<file path="src/rtl/ctr_drbg_pkg.sv">
// ---------------------------------------------------------------------------
// ctr_drbg_pkg
//
// Shared definitions for the CTR_DRBG Generate engine:
//   - working-state widths (block, key, seed) and matching typedefs
//   - FSM state encoding used by ctr_drbg_generate
//   - encrypt_stub(): stand-in block cipher, Encrypt(K,V) = V ^ K
//
// No ports; imported by every RTL file of the engine.
// ---------------------------------------------------------------------------
package ctr_drbg_pkg;

    localparam int BLOCKLEN = 128;
    localparam int KEYLEN   = 128;
    localparam int SEEDLEN  = KEYLEN + BLOCKLEN;

    typedef logic [KEYLEN-1:0]   key_t;
    typedef logic [BLOCKLEN-1:0] block_t;
    typedef logic [SEEDLEN-1:0]  seed_t;

    typedef enum logic [2:0] {
        ST_IDLE  = 3'd0,
        ST_CHECK = 3'd1,
        ST_GEN   = 3'd2,
        ST_UPD0  = 3'd3,
        ST_UPD1  = 3'd4,
        ST_FIN   = 3'd5
    } state_t;

    // Stand-in cipher with the same interface as AES: keeps the data
    // dependency on both key and counter so the surrounding datapath is
    // exercised the same way.
    function automatic block_t encrypt_stub(key_t key, block_t v);
        return v ^ block_t'(key);
    endfunction

endpackage

</file>
<file path="src/rtl/ctr_drbg_block_cipher.sv">
// ---------------------------------------------------------------------------
// ctr_drbg_block_cipher
//
// Pipelined block-cipher wrapper with a fixed latency of ENC_LAT cycles.
// A block presented with start=1 is captured on that clock edge; its result
// appears on result with done=1 for one cycle, ENC_LAT edges later.  A new
// start may be issued every cycle.  Replacing the stub with a real AES core
// only touches this module.
//
// Ports:
//   clk, rst_n  clock, asynchronous active-low reset
//   start       capture key/block this cycle
//   key         cipher key
//   block       plaintext block (the incremented V counter)
//   done        one-cycle pulse, result valid
//   result      ciphertext block
// ---------------------------------------------------------------------------
module ctr_drbg_block_cipher
    import ctr_drbg_pkg::*;
#(
    parameter int ENC_LAT = 1
) (
    input  logic                clk,
    input  logic                rst_n,
    input  logic                start,
    input  logic [KEYLEN-1:0]   key,
    input  logic [BLOCKLEN-1:0] block,
    output logic                done,
    output logic [BLOCKLEN-1:0] result
);

    logic [ENC_LAT-1:0] stage_valid;
    block_t             stage_data [ENC_LAT];

    // NOTE: sequential state is written with non-blocking assignments so
    // every stage samples the value its predecessor held before the edge.
    always_ff @(posedge clk or negedge rst_n) begin
        if (!rst_n) begin
            stage_valid <= '0;
        end else begin
            stage_valid[0] <= start;
            for (int i = 1; i < ENC_LAT; i++) begin
                stage_valid[i] <= stage_valid[i-1];
            end
        end
    end

    // NOTE: the data pipeline is deliberately left without reset; only the
    // valid bits qualify it, so resetting 128-bit stages would buy nothing.
    always_ff @(posedge clk) begin
        stage_data[0] <= encrypt_stub(key, block);
        for (int i = 1; i < ENC_LAT; i++) begin
            stage_data[i] <= stage_data[i-1];
        end
    end

    assign done   = stage_valid[ENC_LAT-1];
    assign result = stage_data[ENC_LAT-1];

endmodule

</file>
<file path="src/rtl/ctr_drbg_generate.sv">
// ---------------------------------------------------------------------------
// ctr_drbg_generate
//
// CTR_DRBG Generate engine.  Accepts one request at a time, checks the reseed
// counter and block count, streams req_nblocks encrypted counter blocks
// (V+1, V+2, ...) to the consumer, then runs the update step (two more
// encryptions XOR additional input) and returns the new Key/V/reseed counter.
//
// Ports:
//   clk, rst_n      clock, asynchronous active-low reset
//   req_valid       request present
//   req_ready       high only while idle
//   req_nblocks     number of output blocks requested (1..MAX_BLOCKS)
//   key_in, v_in    current working state
//   add_in          additional input (all-zero when absent)
//   reseed_ctr_in   current reseed counter
//   out_valid       random block valid
//   out_ready       consumer accepts block
//   out_data        random block
//   done            one-cycle pulse; key_out/v_out/reseed_ctr_out updated
//   err             one-cycle pulse; request rejected
//   reseed_req      with err: reseed counter exhausted
//   key_out, v_out  new working state (held until the next done)
//   reseed_ctr_out  reseed_ctr_in + 1 (held until the next done)
// ---------------------------------------------------------------------------
module ctr_drbg_generate
    import ctr_drbg_pkg::*;
#(
    parameter  int MAX_BLOCKS      = 16,
    parameter  int RESEED_INTERVAL = 1024,
    parameter  int ENC_LAT         = 1,
    localparam int NBW             = $clog2(MAX_BLOCKS + 1)
) (
    input  logic                clk,
    input  logic                rst_n,
    input  logic                req_valid,
    output logic                req_ready,
    input  logic [NBW-1:0]      req_nblocks,
    input  logic [KEYLEN-1:0]   key_in,
    input  logic [BLOCKLEN-1:0] v_in,
    input  logic [SEEDLEN-1:0]  add_in,
    input  logic [31:0]         reseed_ctr_in,
    output logic                out_valid,
    input  logic                out_ready,
    output logic [BLOCKLEN-1:0] out_data,
    output logic                done,
    output logic                err,
    output logic                reseed_req,
    output logic [KEYLEN-1:0]   key_out,
    output logic [BLOCKLEN-1:0] v_out,
    output logic [31:0]         reseed_ctr_out
);

    state_t         state;

    // Request captured at acceptance; later input changes are ignored.
    key_t           key_r;
    block_t         v_r;
    seed_t          add_r;
    logic [31:0]    ctr_r;
    logic [NBW-1:0] nb_r;

    logic [NBW-1:0] blk_left;
    seed_t          temp;
    logic           issue;

    logic           enc_start;
    logic           enc_done;
    block_t         enc_result;
    block_t         v_next;
    logic           handshake;
    logic           last_block;
    logic           ctr_exhausted;
    logic           nb_bad;
    seed_t          fin_seed;

    assign v_next        = v_r + block_t'(1);
    assign handshake     = out_valid && out_ready;
    assign last_block    = (blk_left == NBW'(1));
    assign ctr_exhausted = (ctr_r > 32'(RESEED_INTERVAL));
    assign nb_bad        = (nb_r == '0) || (nb_r > NBW'(MAX_BLOCKS));
    assign fin_seed      = temp ^ add_r;

    // Cipher issue points:
    //  - issue: first GEN block and the UPD0 block (registered one-shot)
    //  - GEN handshake with blocks still to go: the next block is issued in
    //    the handshake cycle itself so blocks stream every ENC_LAT+1 cycles
    //  - UPD0 result arriving: UPD1 is issued back-to-back
    // V is incremented exactly when a block is issued, so the cipher always
    // sees the counter value that the block consumes.
    assign enc_start = issue
                    || (state == ST_GEN  && handshake && !last_block)
                    || (state == ST_UPD0 && enc_done);

    ctr_drbg_block_cipher #(
        .ENC_LAT (ENC_LAT)
    ) u_cipher (
        .clk    (clk),
        .rst_n  (rst_n),
        .start  (enc_start),
        .key    (key_r),
        .block  (v_next),
        .done   (enc_done),
        .result (enc_result)
    );

    always_ff @(posedge clk or negedge rst_n) begin
        if (!rst_n) begin
            state          <= ST_IDLE;
            req_ready      <= 1'b1;
            key_r          <= '0;
            v_r            <= '0;
            add_r          <= '0;
            ctr_r          <= '0;
            nb_r           <= '0;
            blk_left       <= '0;
            temp           <= '0;
            issue          <= 1'b0;
            out_valid      <= 1'b0;
            out_data       <= '0;
            done           <= 1'b0;
            err            <= 1'b0;
            reseed_req     <= 1'b0;
            key_out        <= '0;
            v_out          <= '0;
            reseed_ctr_out <= '0;
        end else begin
            // Pulses default low; each state raises them for one cycle.
            done       <= 1'b0;
            err        <= 1'b0;
            reseed_req <= 1'b0;
            issue      <= 1'b0;

            if (enc_start) begin
                v_r <= v_next;
            end

            unique case (state)
                ST_IDLE: begin
                    if (req_valid && req_ready) begin
                        key_r     <= key_in;
                        v_r       <= v_in;
                        add_r     <= add_in;
                        ctr_r     <= reseed_ctr_in;
                        nb_r      <= req_nblocks;
                        req_ready <= 1'b0;
                        state     <= ST_CHECK;
                    end
                end

                ST_CHECK: begin
                    if (ctr_exhausted) begin
                        err        <= 1'b1;
                        reseed_req <= 1'b1;
                        req_ready  <= 1'b1;
                        state      <= ST_IDLE;
                    end else if (nb_bad) begin
                        err       <= 1'b1;
                        req_ready <= 1'b1;
                        state     <= ST_IDLE;
                    end else begin
                        blk_left <= nb_r;
                        issue    <= 1'b1;
                        state    <= ST_GEN;
                    end
                end

                ST_GEN: begin
                    // A new result can only arrive after the previous block
                    // has been handed over, so load and handshake never clash.
                    if (enc_done) begin
                        out_valid <= 1'b1;
                        out_data  <= enc_result;
                    end
                    if (handshake) begin
                        out_valid <= 1'b0;
                        blk_left  <= blk_left - NBW'(1);
                        if (last_block) begin
                            issue <= 1'b1;
                            state <= ST_UPD0;
                        end
                    end
                end

                ST_UPD0: begin
                    if (enc_done) begin
                        temp[SEEDLEN-1:BLOCKLEN] <= enc_result;
                        state                    <= ST_UPD1;
                    end
                end

                ST_UPD1: begin
                    if (enc_done) begin
                        temp[BLOCKLEN-1:0] <= enc_result;
                        state              <= ST_FIN;
                    end
                end

                ST_FIN: begin
                    key_out        <= fin_seed[SEEDLEN-1 -: KEYLEN];
                    v_out          <= fin_seed[BLOCKLEN-1:0];
                    reseed_ctr_out <= ctr_r + 32'd1;
                    done           <= 1'b1;
                    req_ready      <= 1'b1;
                    state          <= ST_IDLE;
                end

                default: begin
                    req_ready <= 1'b1;
                    state     <= ST_IDLE;
                end
            endcase
        end
    end

endmodule
</file>
<file path="config.mk">
export PLATFORM = sky130hd
export DESIGN_NAME = ctr_drbg_generate
export DESIGN_NICKNAME = d
export VERILOG_FILES = /design/src/rtl/ctr_drbg_pkg.sv /design/src/rtl/ctr_drbg_block_cipher.sv /design/src/rtl/ctr_drbg_generate.sv
export SDC_FILE = /design/constraint.sdc
export NUM_CORES = 2
export LEC_CHECK = 0
export CAP_MARGIN = 40
export CORE_MARGIN = 5
export CORE_UTILIZATION = 30
export DETAILED_ROUTE_END_ITERATION = 16
export PLACE_DENSITY = 0.61
export REMOVE_ABC_BUFFERS = 1
export SETUP_SLACK_MARGIN = 0.02
export SYNTH_ARGS = -nofsm -noshare
export SYNTH_HDL_FRONTEND = slang
export SYNTH_SLANG_ARGS = --single-unit
</file>
<file path="constraint.sdc">
create_clock -name clk -period 3.53 [get_ports clk]
set_clock_uncertainty 0.1 [all_clocks]
set_input_delay 0.706 -clock clk [delete_from_list [all_inputs] [get_ports clk]]
set_output_delay 0.706 -clock clk [all_outputs]
set_load 0.02 [all_outputs]
</file>
==> results.toml <==
[status]
status = "complete, no violations"

[finish]
nets = 7199
multi_input_area_um2 = 22800
drive_above_1_share = 0.133
fill_cells = 18595
fin_area_um2 = 77000
areaGrowthSynthToFinish_pct = 33.7
register_area_um2 = 33500

[clock_network]
post_cts_resized = 0
cts_setup_buffers = 0
root_buffer = "clkbuf_16"
clock_sinks = 1364
cts_hold_buf = 1
cts.path.max_buffers = 3
clkTransAtPathRegs_ns = 0.06
numCtsBuffers = 158
cts.htree.levels = 4
clk_latency_ns = 0.82
cts_tree = "built"

[sta]
hold_ws_ns = 0.321
finalCriticalPeriod_ns = 3.22
finalCritPeriodShare = 0.913
worstMarginPinSlew_ns = 0.839
hold_viol_final = 0
finalSetupViolCount = 0
relSlewSlack = 0.436
maxSlewViolCount = 0
fmax_mhz = 310
rsz0062_at_grt = "no"

[detailed_routing]
vias_per_cell = 4.80
drc_errors = 0
routedWlPerCell_um = 24.2
ant_nets = 0
first_iter_violations = 3251
totalWireLength_um = 227000
vias = 44952
drt-pass1-iter-count = 7

[worst_setup_path]
critPathMaxStageDelay_ns = 0.82
critPathLaunchType = "flip-flop"
cp_cell_sequence = "ha_1 -> nand4_2 -> nor4_2 -> nand4_1 -> or2_1 -> nor4b_2 -> buf_4 -> xnor2_1"
crit_type = "reg2reg"
crit_fanout = 5
arrival_ns = 3.81
slowest_stage = "nor4_2"
worst-path-buf-inv = 1
end_kind = "flip-flop"
path_delay_family = "simple AND/OR/NAND/NOR gates"
crit_required_ns = 4.11

[worst_hold_path]
hold_class = "in2reg"

[power]
swShare = 0.331
pwr_density_cell_nw_per_um2 = 672
p_seq_frac = 0.470
p_switching_w = 0.0171
p_int_w = 0.0346
clkPwrFrac = 0.324
peakVddDrop_uv = 375
combPwrFrac = 0.206
power_w = 0.0518
power.static_leakage_nw = 33.4

[global_routing]
grt_pass1_vias = 45967
grt_usage = 0.219
grt_max_degree = 98
antenna_found_initial = 139
grt_pass1_wl_um = 322000
grt_overflow = 0

[yosys]
syn-mean-instance-area_um2 = 10.3
ys_seq_elements = 1364
dominantRegCellSynth = "dfrtp_1"
async_flop_share = 0.906
ys_types = 57
ys.warnings.count = 0
synth-edff-count = 0
syn-cell-area_um2 = 57600
seq_area_frac_synth = 0.581
syn_inst = 5596

[floorplan]
dieHeight_um = 448
num_rows = 160
die_area_um2 = 201000
core_um2 = 191000
initial_utilization = 0.302
ios = 974
die_x_um = 448

[placed_design]
placed_area_um2 = 71500
portBuffers = 973
place_congestion = 0.894
dp_hpwl_um = 173000

[job]
max-cap-violations = 0
-- routing by layer --
layer | global-route usage | up-vias | routed length (µm)
met5 | 0 | - | 137
met4 | 0.118 | 20 | 12700
met3 | 0.0435 | 497 | 11800
met2 | 0.375 | 1394 | 113000
met1 | 0.260 | 22448 | 88900
li1 | - | 20593 | -
-- area by class of cell --
cell class / instances / area share
clock inverters: 63 / 0.0111
well taps: 2511 / 0.0408
multi-input cells: 3890 / 0.296
inverters: 28 / 0.00136
clock buffers: 219 / 0.0576
repair buffers: 1199 / 0.155
flip-flops and latches: 1364 / 0.435
diodes: 93 / 0.00302
-- cell usage in the layout, fill, tap and decap left out, types with 8 or more instances in the layout --
master,instances
nand4_1,109
clkdlybuf4s50_1,972
diode_2,93
and2_1,9
nor2_1,120
buf_4,183
dfrtp_1,1235
o21ai_0,381
clkbuf_8,23
o21ai_1,40
nor3_1,91
and3_1,21
and4_1,8
nor4_2,11
a21oi_1,16
xnor2_1,588
clkbuf_16,159
clkbuf_1,37
clkinv_2,28
inv_1,27
nand2_1,1777
nor4_1,86
nand3_1,95
bufinv_16,12
dfxtp_1,128
mux2_2,384
buf_12,41
xor2_1,77
-- path summary, 6_finish.rpt --
| path | from | cells past startpoint | to | slack, ns |
|---|---|---|---|---|
| worst max-delay path | v_r[0] | 8 | u_cipher.stage_data[0][106] | 0.31 |
| max in group asynchronous | rst_n | 3 | key_r[55] | 1.77 |
| min in group asynchronous | rst_n | 2 | key_out[127] | 0.43 |
| worst min register to register | v_out[30] | 2 | v_out[30] | 0.37 |
| worst max register to register | v_r[0] | 8 | u_cipher.stage_data[0][106] | 0.31 |
| worst min-delay path | key_in[95] | 3 | key_r[95] | 0.32 |
-- state kept, by name, indices dropped and copies added, names as in the netlist, 3 cells and up --
name / count
v_r: 128
ctr_r: 32
v_out: 128
key_out: 128
blk_left: 5
key_r: 128
state: 3
reseed_ctr_out: 32
add_r: 256
nb_r: 5
out_data: 128
temp: 256
u_cipher.stage_data: 128
-- worst reg2reg max path, delay by kind of cell (launching register included) --
family,cells,cell delay [ns]
AND/OR/NAND/NOR,5,2.06
flip-flops,1,0.45
buffers and inverters,1,0.14
adder cells (fa/ha/maj),1,0.29
XOR/XNOR,1,0.05
-- metrics by stage --
stage | TNS (ns) | setup slack (ns) | util | std cells
global route | 0 | 0.200 | 0.404 | 9348
finish | 0 | 0.309 | 0.404 | 9367
floorplan | -7803.38 | -9.47 | - | 5282
detailed placement | 0 | 0.0361 | 0.375 | 8991
global placement | 0 | 0.0555 | 0.375 | 8988
CTS | 0 | 0.370 | 0.403 | 9274
-- kinds of logic (layout without fill, tap and decap cells) --
family	count (synthesis)	in the layout	share of synthesized area
other	0	93	0
adder cells (fa/ha/maj)	5	5	0.00109
AND/OR/NAND/NOR	2384	2384	0.178
XOR/XNOR	665	665	0.101
buffers and inverters	342	1509	0.0235
AO/OA/AOI/OAI	451	451	0.0399
flip-flops	1364	1364	0.581
multiplexers	385	385	0.0752
-- Yosys cell counts (2+ instances only) --
cell / count / area [µm²]
dfxtp_1: 128 / 2560
nor4_2: 11 / 138
and4_1: 8 / 70.1
dfrtp_1: 1235 / 30900
nand4_1: 109 / 682
clkbuf_2: 5 / 25.0
o21ai_1: 40 / 200
or2_2: 2 / 12.5
xor2_1: 77 / 674
nand4_2: 7 / 87.6
inv_1: 27 / 101
buf_1: 6 / 22.5
nor2_2: 2 / 12.5
nor3_1: 92 / 460
nor4b_2: 2 / 30.0
nor2b_1: 2 / 12.5
o21ai_0: 381 / 1910
nand2_1: 1778 / 6670
nor3_2: 4 / 40.0
xnor2_1: 588 / 5150
nor4_4: 7 / 149
nand2b_1: 6 / 37.5
mux2_2: 384 / 4320
clkbuf_1: 260 / 976
nand4b_1: 3 / 26.3
nor4_1: 86 / 538
and2_1: 10 / 62.6
a21oi_1: 16 / 80.1
nor2_1: 120 / 450
o211ai_1: 2 / 15.0
a21o_1: 2 / 15.0
ha_1: 5 / 62.6
buf_2: 41 / 205
a31oi_1: 3 / 18.8
and3_1: 22 / 138
nor4b_1: 7 / 61.3
or3_1: 3 / 18.8
nand3_1: 96 / 480
-- power by group through the flow --
| stage | sequential (W) | clock, W | combinational [W] |
|---|---|---|---|
| 2_1_floorplan | 0.0226 | 0 | 0.00761 |
| 3_3_place_gp | 0.0245 | 0 | 0.0105 |
| 3_5_place_dp | 0.0246 | 0 | 0.0107 |
| 4_1_cts | 0.0244 | 0.0172 | 0.0108 |
| 5_1_grt | 0.0248 | 0.0178 | 0.0119 |
| 6_report | 0.0243 | 0.0168 | 0.0107 |
(Power assumes the default switching activity.)
